## config.mk

```make
export PLATFORM = sky130hd
export DESIGN_NAME = load_store_unit_flat
export DESIGN_NICKNAME = d
export VERILOG_FILES = /design/src/rtl/load_store_unit_if.sv /design/src/rtl/load_store_unit.sv /design/src/flat_wrapper.sv
export SDC_FILE = /design/constraint.sdc
export NUM_CORES = 1
export LEC_CHECK = 0
export ABC_AREA = 1
export BUFFER_PORTS_ARGS = -buffer_cell sky130_fd_sc_hd__buf_2
export CAP_MARGIN = 20
export CORE_UTILIZATION = 35
export CTS_CLUSTER_DIAMETER = 100
export DETAILED_ROUTE_END_ITERATION = 7
export PLACE_DENSITY = 0.57
export SYNTH_ARGS = -nofsm -noshare
export SYNTH_HDL_FRONTEND = slang
export SYNTH_SLANG_ARGS = --single-unit
```

## constraint.sdc

```tcl
create_clock -name clock -period 5.9 [get_ports clock]
set_clock_uncertainty 0.15 [all_clocks]
set_input_delay 0.295 -clock clock [delete_from_list [all_inputs] [get_ports clock]]
set_output_delay 0.295 -clock clock [all_outputs]
set_load 0.01 [all_outputs]
```

## src/rtl/load_store_unit_if.sv

```systemverilog
// Core request/response and data-RAM bus of the RV32I load/store unit.
// The slave modport is the unit; the master modport is the core plus the RAM.
interface load_store_unit_if #(parameter int ADDR_WIDTH = 16);
  logic                  start;
  logic                  is_load;
  logic                  is_store;
  logic [2:0]            funct3;
  logic [31:0]           base;
  logic [31:0]           offset;
  logic [31:0]           store_data;
  logic [4:0]            rd_in;
  logic                  busy;
  logic                  done;
  logic                  fault;
  logic                  rd_write_enable;
  logic [4:0]            rd_address;
  logic [31:0]           rd_value;
  logic [ADDR_WIDTH-1:0] ram_address;
  logic                  ram_write;
  logic [31:0]           ram_write_data;
  logic [31:0]           ram_read_data;

  modport slave (
    input  start, is_load, is_store, funct3, base, offset, store_data, rd_in, ram_read_data,
    output busy, done, fault, rd_write_enable, rd_address, rd_value,
           ram_address, ram_write, ram_write_data
  );

  modport master (
    output start, is_load, is_store, funct3, base, offset, store_data, rd_in, ram_read_data,
    input  busy, done, fault, rd_write_enable, rd_address, rd_value,
           ram_address, ram_write, ram_write_data
  );
endinterface

```

## src/rtl/load_store_unit.sv

```systemverilog
// RV32I load/store unit for a word-wide synchronous-read RAM without byte enables.
// Sub-word stores are done as read-modify-write.
module load_store_unit #(
  parameter int ADDR_WIDTH = 16
) (
  input logic              clock,
  input logic              reset_n,
  load_store_unit_if.slave bus
);

  typedef enum logic [2:0] {
    IDLE  = 3'd0,
    RD1   = 3'd1,
    RD2   = 3'd2,
    WRITE = 3'd3,
    DONE  = 3'd4
  } state_t;

  state_t                state_q, state_d;
  logic                  busy_q, busy_d;
  logic                  done_q, done_d;
  logic                  fault_q, fault_d;
  logic                  rd_write_enable_q, rd_write_enable_d;
  logic [4:0]            rd_address_q, rd_address_d;
  logic [31:0]           rd_value_q, rd_value_d;
  logic [ADDR_WIDTH-1:0] ram_address_q, ram_address_d;
  logic                  ram_write_q, ram_write_d;
  logic [31:0]           ram_write_data_q, ram_write_data_d;
  logic [2:0]            funct3_q, funct3_d;
  logic                  is_load_q, is_load_d;
  logic [15:0]           store_data_q, store_data_d;

  logic [ADDR_WIDTH-1:0] ea_s;
  logic                  legal_s;
  logic                  misaligned_s;

  function automatic logic [31:0] extend_load(input logic [31:0] word, input logic [1:0] lane,
                                              input logic [2:0] f3);
    logic [7:0]  b;
    logic [15:0] h;
    logic [31:0] r;
    b = word[{lane, 3'b000} +: 8];
    h = lane[1] ? word[31:16] : word[15:0];
    case (f3)
      3'b000:  r = {{24{b[7]}}, b};
      3'b001:  r = {{16{h[15]}}, h};
      3'b100:  r = {24'd0, b};
      3'b101:  r = {16'd0, h};
      default: r = word;
    endcase
    return r;
  endfunction

  function automatic logic [31:0] merge_store(input logic [31:0] word, input logic [15:0] data,
                                              input logic [1:0] lane, input logic [2:0] f3);
    logic [31:0] r;
    r = word;
    case (f3[1:0])
      2'b00: r[{lane, 3'b000} +: 8] = data[7:0];
      2'b01: begin
        if (lane[1]) begin
          r[31:16] = data;
        end else begin
          r[15:0] = data;
        end
      end
      default: r = word;
    endcase
    return r;
  endfunction

  // Only the low ADDR_WIDTH bits of the effective address reach the RAM, so a narrow add suffices.
  always_comb begin
    ea_s = bus.base[ADDR_WIDTH-1:0] + bus.offset[ADDR_WIDTH-1:0];
    if (bus.is_load && !bus.is_store) begin
      legal_s = bus.funct3 inside {3'b000, 3'b001, 3'b010, 3'b100, 3'b101};
    end else if (bus.is_store && !bus.is_load) begin
      legal_s = bus.funct3 inside {3'b000, 3'b001, 3'b010};
    end else begin
      legal_s = 1'b0;
    end
    case (bus.funct3[1:0])
      2'b01:   misaligned_s = ea_s[0];
      2'b10:   misaligned_s = (ea_s[1:0] != 2'b00);
      default: misaligned_s = 1'b0;
    endcase
  end

  // State and datapath registers.
  always_ff @(posedge clock) begin
    if (!reset_n) begin
      state_q           <= IDLE;
      busy_q            <= 1'b0;
      done_q            <= 1'b0;
      fault_q           <= 1'b0;
      rd_write_enable_q <= 1'b0;
      rd_address_q      <= 5'd0;
      rd_value_q        <= 32'd0;
      ram_address_q     <= {ADDR_WIDTH{1'b0}};
      ram_write_q       <= 1'b0;
      ram_write_data_q  <= 32'd0;
      funct3_q          <= 3'd0;
      is_load_q         <= 1'b0;
      store_data_q      <= 16'd0;
    end else begin
      state_q           <= state_d;
      busy_q            <= busy_d;
      done_q            <= done_d;
      fault_q           <= fault_d;
      rd_write_enable_q <= rd_write_enable_d;
      rd_address_q      <= rd_address_d;
      rd_value_q        <= rd_value_d;
      ram_address_q     <= ram_address_d;
      ram_write_q       <= ram_write_d;
      ram_write_data_q  <= ram_write_data_d;
      funct3_q          <= funct3_d;
      is_load_q         <= is_load_d;
      store_data_q      <= store_data_d;
    end
  end

  // Next-state logic.
  always_comb begin
    state_d = state_q;
    case (state_q)
      IDLE: begin
        if (!bus.start) begin
          state_d = IDLE;
        end else if (!legal_s || misaligned_s) begin
          state_d = DONE;
        end else if (bus.is_store && (bus.funct3 == 3'b010)) begin
          state_d = WRITE;
        end else begin
          state_d = RD1;
        end
      end
      RD1:     state_d = RD2;
      RD2:     state_d = is_load_q ? DONE : WRITE;
      WRITE:   state_d = DONE;
      DONE:    state_d = IDLE;
      default: state_d = IDLE;
    endcase
  end

  // Output and datapath next values; the pulse outputs fall back to zero every cycle.
  always_comb begin
    busy_d            = (state_d != IDLE);
    done_d            = (state_d == DONE);
    fault_d           = 1'b0;
    rd_write_enable_d = 1'b0;
    ram_write_d       = 1'b0;
    rd_address_d      = rd_address_q;
    rd_value_d        = rd_value_q;
    ram_address_d     = ram_address_q;
    ram_write_data_d  = ram_write_data_q;
    funct3_d          = funct3_q;
    is_load_d         = is_load_q;
    store_data_d      = store_data_q;
    case (state_q)
      IDLE: begin
        if (bus.start) begin
          funct3_d     = bus.funct3;
          is_load_d    = bus.is_load;
          store_data_d = bus.store_data[15:0];
          if (state_d == DONE) begin
            fault_d = 1'b1;
          end else if (state_d == WRITE) begin
            ram_address_d    = ea_s;
            ram_write_data_d = bus.store_data;
            ram_write_d      = 1'b1;
          end else begin
            ram_address_d = ea_s;
            rd_address_d  = bus.rd_in;
          end
        end else begin
          fault_d = 1'b0;
        end
      end
      RD2: begin
        if (is_load_q) begin
          rd_value_d        = extend_load(bus.ram_read_data, ram_address_q[1:0], funct3_q);
          rd_write_enable_d = 1'b1;
        end else begin
          ram_write_data_d = merge_store(bus.ram_read_data, store_data_q, ram_address_q[1:0], funct3_q);
          ram_write_d      = 1'b1;
        end
      end
      default: ram_write_d = 1'b0;
    endcase
  end

  assign bus.busy            = busy_q;
  assign bus.done            = done_q;
  assign bus.fault           = fault_q;
  assign bus.rd_write_enable = rd_write_enable_q;
  assign bus.rd_address      = rd_address_q;
  assign bus.rd_value        = rd_value_q;
  assign bus.ram_address     = ram_address_q;
  assign bus.ram_write_data  = ram_write_data_q;
  // A write still pending when reset arrives must never reach the RAM.
  assign bus.ram_write       = ram_write_q & reset_n;

endmodule

```

## src/flat_wrapper.sv

```systemverilog
// flat-port wrapper written by rule: the top's interface ports become plain ports
module load_store_unit_flat 
#(
  parameter int ADDR_WIDTH = 16
)
  (clock, reset_n, bus_start, bus_is_load, bus_is_store, bus_funct3, bus_base, bus_offset, bus_store_data, bus_rd_in, bus_ram_read_data, bus_busy, bus_done, bus_fault, bus_rd_write_enable, bus_rd_address, bus_rd_value, bus_ram_address, bus_ram_write, bus_ram_write_data);
  load_store_unit_if #(.ADDR_WIDTH(ADDR_WIDTH)) bus_i ();
  input logic clock;
  input logic reset_n;
  input wire logic [$bits(bus_i.start)-1:0] bus_start;
  input wire logic [$bits(bus_i.is_load)-1:0] bus_is_load;
  input wire logic [$bits(bus_i.is_store)-1:0] bus_is_store;
  input wire logic [$bits(bus_i.funct3)-1:0] bus_funct3;
  input wire logic [$bits(bus_i.base)-1:0] bus_base;
  input wire logic [$bits(bus_i.offset)-1:0] bus_offset;
  input wire logic [$bits(bus_i.store_data)-1:0] bus_store_data;
  input wire logic [$bits(bus_i.rd_in)-1:0] bus_rd_in;
  input wire logic [$bits(bus_i.ram_read_data)-1:0] bus_ram_read_data;
  output wire logic [$bits(bus_i.busy)-1:0] bus_busy;
  output wire logic [$bits(bus_i.done)-1:0] bus_done;
  output wire logic [$bits(bus_i.fault)-1:0] bus_fault;
  output wire logic [$bits(bus_i.rd_write_enable)-1:0] bus_rd_write_enable;
  output wire logic [$bits(bus_i.rd_address)-1:0] bus_rd_address;
  output wire logic [$bits(bus_i.rd_value)-1:0] bus_rd_value;
  output wire logic [$bits(bus_i.ram_address)-1:0] bus_ram_address;
  output wire logic [$bits(bus_i.ram_write)-1:0] bus_ram_write;
  output wire logic [$bits(bus_i.ram_write_data)-1:0] bus_ram_write_data;
  assign bus_i.start = bus_start;
  assign bus_i.is_load = bus_is_load;
  assign bus_i.is_store = bus_is_store;
  assign bus_i.funct3 = bus_funct3;
  assign bus_i.base = bus_base;
  assign bus_i.offset = bus_offset;
  assign bus_i.store_data = bus_store_data;
  assign bus_i.rd_in = bus_rd_in;
  assign bus_i.ram_read_data = bus_ram_read_data;
  assign bus_busy = bus_i.busy;
  assign bus_done = bus_i.done;
  assign bus_fault = bus_i.fault;
  assign bus_rd_write_enable = bus_i.rd_write_enable;
  assign bus_rd_address = bus_i.rd_address;
  assign bus_rd_value = bus_i.rd_value;
  assign bus_ram_address = bus_i.ram_address;
  assign bus_ram_write = bus_i.ram_write;
  assign bus_ram_write_data = bus_i.ram_write_data;
  load_store_unit #(.ADDR_WIDTH(ADDR_WIDTH)) u_core (.clock(clock), .reset_n(reset_n), .bus(bus_i));
endmodule
```

==> flow_summary.ini, run 1 <==
[logic_synthesis]
synthesis.area_mm2 = 0.007610
synth_edf_count = 0
synth-seq-cells = 113
synth_cell_types = 40
synthArstFlopShare = 0
ys_seq_area_frac = 0.2973
yosysWarningCount = 0
syn_nets = 1416
synth_cells = 1251
synthFlopType = dfxtp_1
avgSynthCellArea_um2 = 6.083

[critical_path]
r2r_cells = 11
worstSetupPathType = register to register
timing.rr.end = u_core.bus.ram_write_data[8]
crit_required_ns = 6.11
worstPathArrival_ns = 3.47
cp-end-kind = register
rrSetupSlack_ns = 2.64
crit_fanout = 21
r2r-start = u_core.bus.ram_address[0]
startpoint_type = register

[job]
maxCapViolations = 0

[global_route]
grt_pass1_vias = 7618
grt-ovfl-total = 0
grt_busiest_layer = met2
grt_pass1_wl_um = 40700
grt_max_degree = 95
antenna_found_initial = 3
met2_usage = 0.4060
use_met3 = 0.05671
grt_util_met1 = 0.2894
grt_use_total = 0.2382

[die]
die_w_um = 149.5
ios = 231
rows = 53
dieHeight_um = 149.5
design.core.area_mm2 = 0.02115
dieArea_mm2 = 0.02234
start_util = 0.3597

[min_path]
min_to = u_core.store_data_q[5]
holdCritStartpoint = bus_store_data[5]
holdPathStages = 3
min-delay-path-class = input port to register

[drt]
via_per_inst = 4.926
first_pass_iters = 5
drt-initial-drc-count = 575
drc = 0
wl_um = 26260
num_vias = 8404
ant_nets = 0
wire_per_inst_um = 15.39

[timing]
setup_tns_ns = 0
fmax_mhz = 306.8
min_period_ns = 3.259
slew_violations = 0
max-slew-margin-rel = 0.3426
setup_viol = 0
worstMarginPinSlew_ns = 0.9860
rsz0062_at_grt = false
fin_crit_sh = 0.5524
hold_violations = 0

[cts]
cts.sinks = 113
cts-root-buf = clkbuf_16
cts_setup_buffers = 0
cts_buffer_depth = 2
htree_num_levels = 4
cts_tree = built
cts_buffers = 17
clkTransAtPathRegs_ns = 0.06
clock_latency_ns = 0.43

[placed_design]
finalWeightedCongestion = 0.9273
numPortBuffers = 198
dp_hpwl_um = 19220
place_inst = 1661

[finish]
drive_gt1_frac = 0.1924
synthToLayoutAreaGrowth_pct = 22.07
nets = 1581
instances_no_fill = 1706
final_core_util = 0.4391
n_fill_cell = 2344

[power_and_ir_drop]
leakage_nw = 4.756
ir_worst_vdd_v = 0.0001875
p_per_area_mw_per_mm2 = 242.1

[run_status]
outcome = finished, final reports clean
==> synth_stat cells, types with 3 or more instances <==
master	instances	share of area
a21oi_1	110	0.072
a31oi_1	3	0.0025
buf_1	5	0.0025
buf_2	29	0.019
buf_6	7	0.010
clkbuf_1	24	0.012
dfxtp_1	113	0.30
ha_1	23	0.038
inv_1	141	0.070
inv_2	3	0.0015
nand2_1	375	0.18
nand3_1	52	0.034
nand4_1	16	0.013
nor2_1	135	0.067
nor3_1	5	0.0033
o2111ai_1	7	0.0081
o211ai_1	10	0.0099
o21a_1	17	0.017
o21ai_0	117	0.077
o21bai_1	8	0.0079
or2_2	23	0.019
xnor2_1	5	0.0058
==> how the worst max path moves through the flow <==
stage / from / end / slack, ns / depth (start not counted)
after floorplan: u_core.bus.ram_address[1] / u_core.bus.ram_write_data[10] / 3.68 / 15
after detailed placement: u_core.bus.ram_address[0] / u_core.bus.ram_write_data[8] / 2.72 / 11
after global routing: u_core.bus.ram_address[0] / u_core.bus.ram_write_data[12] / 2.46 / 11
after global placement: u_core.bus.ram_address[0] / u_core.bus.ram_write_data[8] / 2.73 / 11
after CTS: u_core.bus.ram_address[0] / u_core.bus.ram_write_data[8] / 2.70 / 11
final: u_core.bus.ram_address[0] / u_core.bus.ram_write_data[8] / 2.64 / 11
==> flip-flops by register name, indices dropped and copies added (netlist names) <==
signal	cells
u_core.bus.done	1
u_core.bus.rd_write_enable	1
u_core.store_data_q	16
u_core.state_q	3
u_core.bus.rd_value	32
u_core.is_load_q	1
u_core.ram_write_q	1
u_core.bus.ram_address	16
u_core.funct3_q	3
u_core.bus.busy	1
u_core.bus.rd_address	5
u_core.bus.fault	1
u_core.bus.ram_write_data	32
==> layout by cell type (no fill, tap or decap), types with 2 or more instances in the layout <==
| master | count |
|---|---|
| o21bai_1 | 8 |
| inv_1 | 141 |
| buf_2 | 198 |
| buf_4 | 4 |
| a21oi_1 | 110 |
| dfxtp_2 | 2 |
| diode_2 | 2 |
| nand4_1 | 16 |
| o211ai_1 | 10 |
| nand2_1 | 375 |
| nor2_1 | 134 |
| clkinvlp_4 | 5 |
| inv_2 | 3 |
| nand3_1 | 52 |
| inv_6 | 2 |
| clkinv_2 | 5 |
| dlygate4sd3_1 | 10 |
| a31oi_1 | 3 |
| clkbuf_16 | 17 |
| or2_2 | 23 |
| nor3_1 | 5 |
| dfxtp_1 | 111 |
| xor2_1 | 2 |
| nand2_2 | 2 |
| nor2_2 | 2 |
| o21ai_1 | 2 |
| o21ai_0 | 117 |
| o2111ai_1 | 7 |
| ha_1 | 23 |
| xnor2_1 | 5 |
| o21a_1 | 17 |
==> layout make-up <==
class / instances / area (µm²) / share of cell area
Antenna cell: 2 / 5.005 / 0.0005388
Timing Repair Buffer: 213 / 1136 / 0.1223
Sequential cell: 113 / 2265 / 0.2438
Tap cell: 275 / 344.1 / 0.03704
Multi-Input combinational cell: 926 / 4463 / 0.4805
Clock inverter: 13 / 88.84 / 0.009564
Inverter: 145 / 544.3 / 0.05859
Clock buffer: 19 / 442.9 / 0.04768
==> report_power, final <==
part,internal (W),switching [W]
Sequential,0.000797,0.0000354
Clock,0.000545,0.000405
Combinational,0.000164,0.000302
Total,0.00151,0.000743
==> stage by stage <==
stage	instance area, µm²	hold slack [ns]	worst slack, ns	total power (W)
CTS	9269	0.0007087	2.697	0.002265
global placement	8637	0.3032	2.734	0.001300
detailed placement	8637	0.3089	2.716	0.001303
finish	9289	0.01036	2.641	0.002249
global route	9286	0.01795	2.457	0.002368
floorplan	7610	0.2799	3.683	0.001152
==> kinds of logic after synthesis <==
| kind of cell | count (synthesis) | share of synthesized area |
|---|---|---|
| adders and majority gates | 24 | 0.04045 |
| and+or+nand+nor | 617 | 0.3364 |
| AOI/OAI and AO/OA | 278 | 0.2006 |
| xor gates and xnor gates | 7 | 0.008057 |
| DFF | 113 | 0.2973 |
| buffers and inverters | 212 | 0.1172 |
==> critical path: stages, from the launching register on <==
cell     delay (ns)
dfxtp_1        0.89
inv_1          0.34
ha_1           0.40
inv_1          0.30
nand2_1        0.27
o21ai_0        0.31
nand2_1        0.08
nand3_1        0.09
o21ai_0        0.08
nand2_1        0.12
nand2_1        0.06
nor2_1         0.11
==> routing by layer <==
metal | wire [µm] | vias up
li1 | - | 4329
met1 | 10880 | 3740
met2 | 12650 | 287
met3 | 1963 | 46
met4 | 764 | 2
met5 | 8 | -
==> timing repair <==
action / in CTS / in global routing
resized for setup: 0 / 0
hold endpoints to repair: 10 / 0
hold buffers: 10 / 0
(Power assumes the default switching activity.)
==> run 2, diff against run 1 <==
--- a/config.mk
+++ b/config.mk
@@ -11,7 +11,7 @@
 export CORE_UTILIZATION = 35
 export CTS_CLUSTER_DIAMETER = 100
 export DETAILED_ROUTE_END_ITERATION = 7
-export PLACE_DENSITY = 0.57
+export PLACE_DENSITY = 0.59
 export SYNTH_ARGS = -nofsm -noshare
 export SYNTH_HDL_FRONTEND = slang
 export SYNTH_SLANG_ARGS = --single-unit
==> constraint.sdc (replaced) <==
create_clock -name clock -period 2.8 [get_ports clock]
set_clock_uncertainty 0.15 [all_clocks]
set_input_delay 0.14 -clock clock [delete_from_list [all_inputs] [get_ports clock]]
set_output_delay 0.14 -clock clock [all_outputs]
set_load 0.01 [all_outputs]
==> run 2 against run 1 <==
  * Clock power grew to 2.6 times the previous value
  * First-iteration DRC count down 16%
  * Sequential power is 110% higher
  * Non-clock buffer count rose by 66
  * Cell count rose by 3.9%
  * Global-route usage increased by 0.61 points
  * Cell area is 8.1% higher
  * Clock-buffer cell count down 2
  * Via count grew 2.6%
  * Sequential cell count unchanged
  * Routed wire length up 2.6%
  * Largest cell class unchanged
==> flow_summary.ini, run 2 (synthesized netlist as in run 1, its figures left out) <==
[run_status]
outcome = finished, final reports clean

[die]
dieArea_mm2 = 0.02234
design.core.area_mm2 = 0.02115
rows = 53
start_util = 0.3597
die_w_um = 149.5
dieHeight_um = 149.5
ios = 231

[finish]
layout_common_cells = nand2_1 (375), buf_2 (198), inv_1 (141)
mostFrequentLayoutCell = nand2_1
final_core_util = 0.4746
final_cell_area_mm2 = 0.01004
synthToLayoutAreaGrowth_pct = 31.93
nets = 1647
n_fill_cell = 2283
drive_gt1_frac = 0.1946

[timing]
hold_violations = 0
min_period_ns = 2.502
worstMarginPinSlew_ns = 0.7400
rsz0062_at_grt = false
slew_violations = 0
fmax_mhz = 399.7
setup_viol = 0
fin_crit_sh = 0.8936
postLayoutSetupSlackWorst_ns = 0.2980
setup_tns_ns = 0
max-slew-margin-rel = 0.5062

[cts]
cts_buffers = 17
cts-root-buf = clkbuf_16
cts_tree = built
htree_num_levels = 4
clock_latency_ns = 0.42
clkTransAtPathRegs_ns = 0.06
cts_buffer_depth = 2
cts.sinks = 113

[placed_design]
numPortBuffers = 198
finalWeightedCongestion = 0.9373
dp_hpwl_um = 20210
dp_slack_ns = 0.3343
dpl_cell_area_mm2 = 0.008776

[critical_path]
worstSetupPathType = register to register
crit_required_ns = 2.96
r2r_cells = 9
cp-end-kind = register
crit_fanout = 15
startpoint_type = register
worstPathArrival_ns = 2.66
rrSetupSlack_ns = 0.30

[job]
maxCapViolations = 0

[global_route]
grt_use_total = 0.2443
grt_pass1_wl_um = 41930
grt_pass1_vias = 8102
antenna_found_initial = 2
grt-ovfl-total = 0
grt_max_degree = 64

[drt]
num_vias = 8621
ant_nets = 0
via_per_inst = 4.865
drc = 0
dr_wl_met2_um = 13140
first_pass_iters = 5
highest_layer = met4
wire_per_inst_um = 15.21
wl_met1_um = 11570
wl_um = 26950
drt-initial-drc-count = 484
wl_met3_um = 1663

[min_path]
min-delay-path-class = input port to register
holdPathStages = 5

[power_and_ir_drop]
leakage_nw = 5.104
p_per_area_mw_per_mm2 = 525.2
ir_worst_vdd_v = 0.0004019
## run 2: changes by cell type in the layout (fill, tap and decap cells not counted)
cell,change
buf_12,+1
buf_4,+16
buf_8,-1
bufinv_16,+5
clkbuf_1,-1
clkbuf_8,-1
clkinv_2,-5
clkinv_4,+2
clkinvlp_4,-1
dfxtp_1,+1
dfxtp_2,-1
dlygate4sd3_1,+50
inv_6,+1
## run 2: cell type report
cell class	instances	area [µm²]	share of cell area
flip-flops and latches	113	2263	0.2254
inverters	145	544.3	0.05421
multi-input cells	926	4463	0.4445
repair buffers	279	1762	0.1755
clock inverters	15	232.7	0.02318
well taps	275	344.1	0.03427
diodes	2	5.005	0.0004985
clock buffers	17	425.4	0.04237
## run 2: layer usage
metal / GRT usage / vias up
met5: 0 / -
met4: 0.08010 / 0
met3: 0.04970 / 36
met2: 0.4285 / 279
met1: 0.2953 / 3822
li1: - / 4484
## run 2: repair_timing
action / 4_1_cts / 5_1_grt
setup buffers: 0 / 0
setup endpoints to repair: 0 / 0
resized for setup: 0 / 0
hold endpoints to repair: 68 / 0
hold buffers: 60 / 0
## run 2: power breakdown
part           switching [W]  total, W  leakage, nW  internal [W]
Clock               0.000866   0.00246        0.307       0.00159
Combinational       0.000674   0.00108         3.88      0.000410
Sequential         0.0000548   0.00173        0.918       0.00168
## run 2: worst paths after layout
kind / from / end
worst max-delay path: u_core.state_q[0] / u_core.bus.rd_address[2]
worst min-delay path: bus_ram_read_data[6] / u_core.bus.rd_value[6]
worst max register to register: u_core.state_q[0] / u_core.bus.rd_address[2]
worst min register to register: u_core.bus.ram_address[6] / u_core.bus.ram_address[6]
## run 2: per-stage QoR
step / hold slack (ns) / total power [W] / cells
after detailed placement: 0.2206 / 0.002772 / 1678
after floorplan: 0.1249 / 0.002427 / 1251
after global routing: 0.01588 / 0.005528 / 1770
after CTS: 0.009267 / 0.005314 / 1770
final: 0.005035 / 0.005273 / 1772
after global placement: 0.2108 / 0.002762 / 1678
## run 2: worst max-delay path, stage by stage, from the launching register on
cell and delay [ns]:
dfxtp_1 0.37, nor2_2 0.07, nand2_2 0.15, buf_4 0.27, nor2_1 0.07, inv_1 0.27, nand3b_2 0.28, nor2_1 0.16
nor2_1 0.05, dlygate4sd3_1 0.54
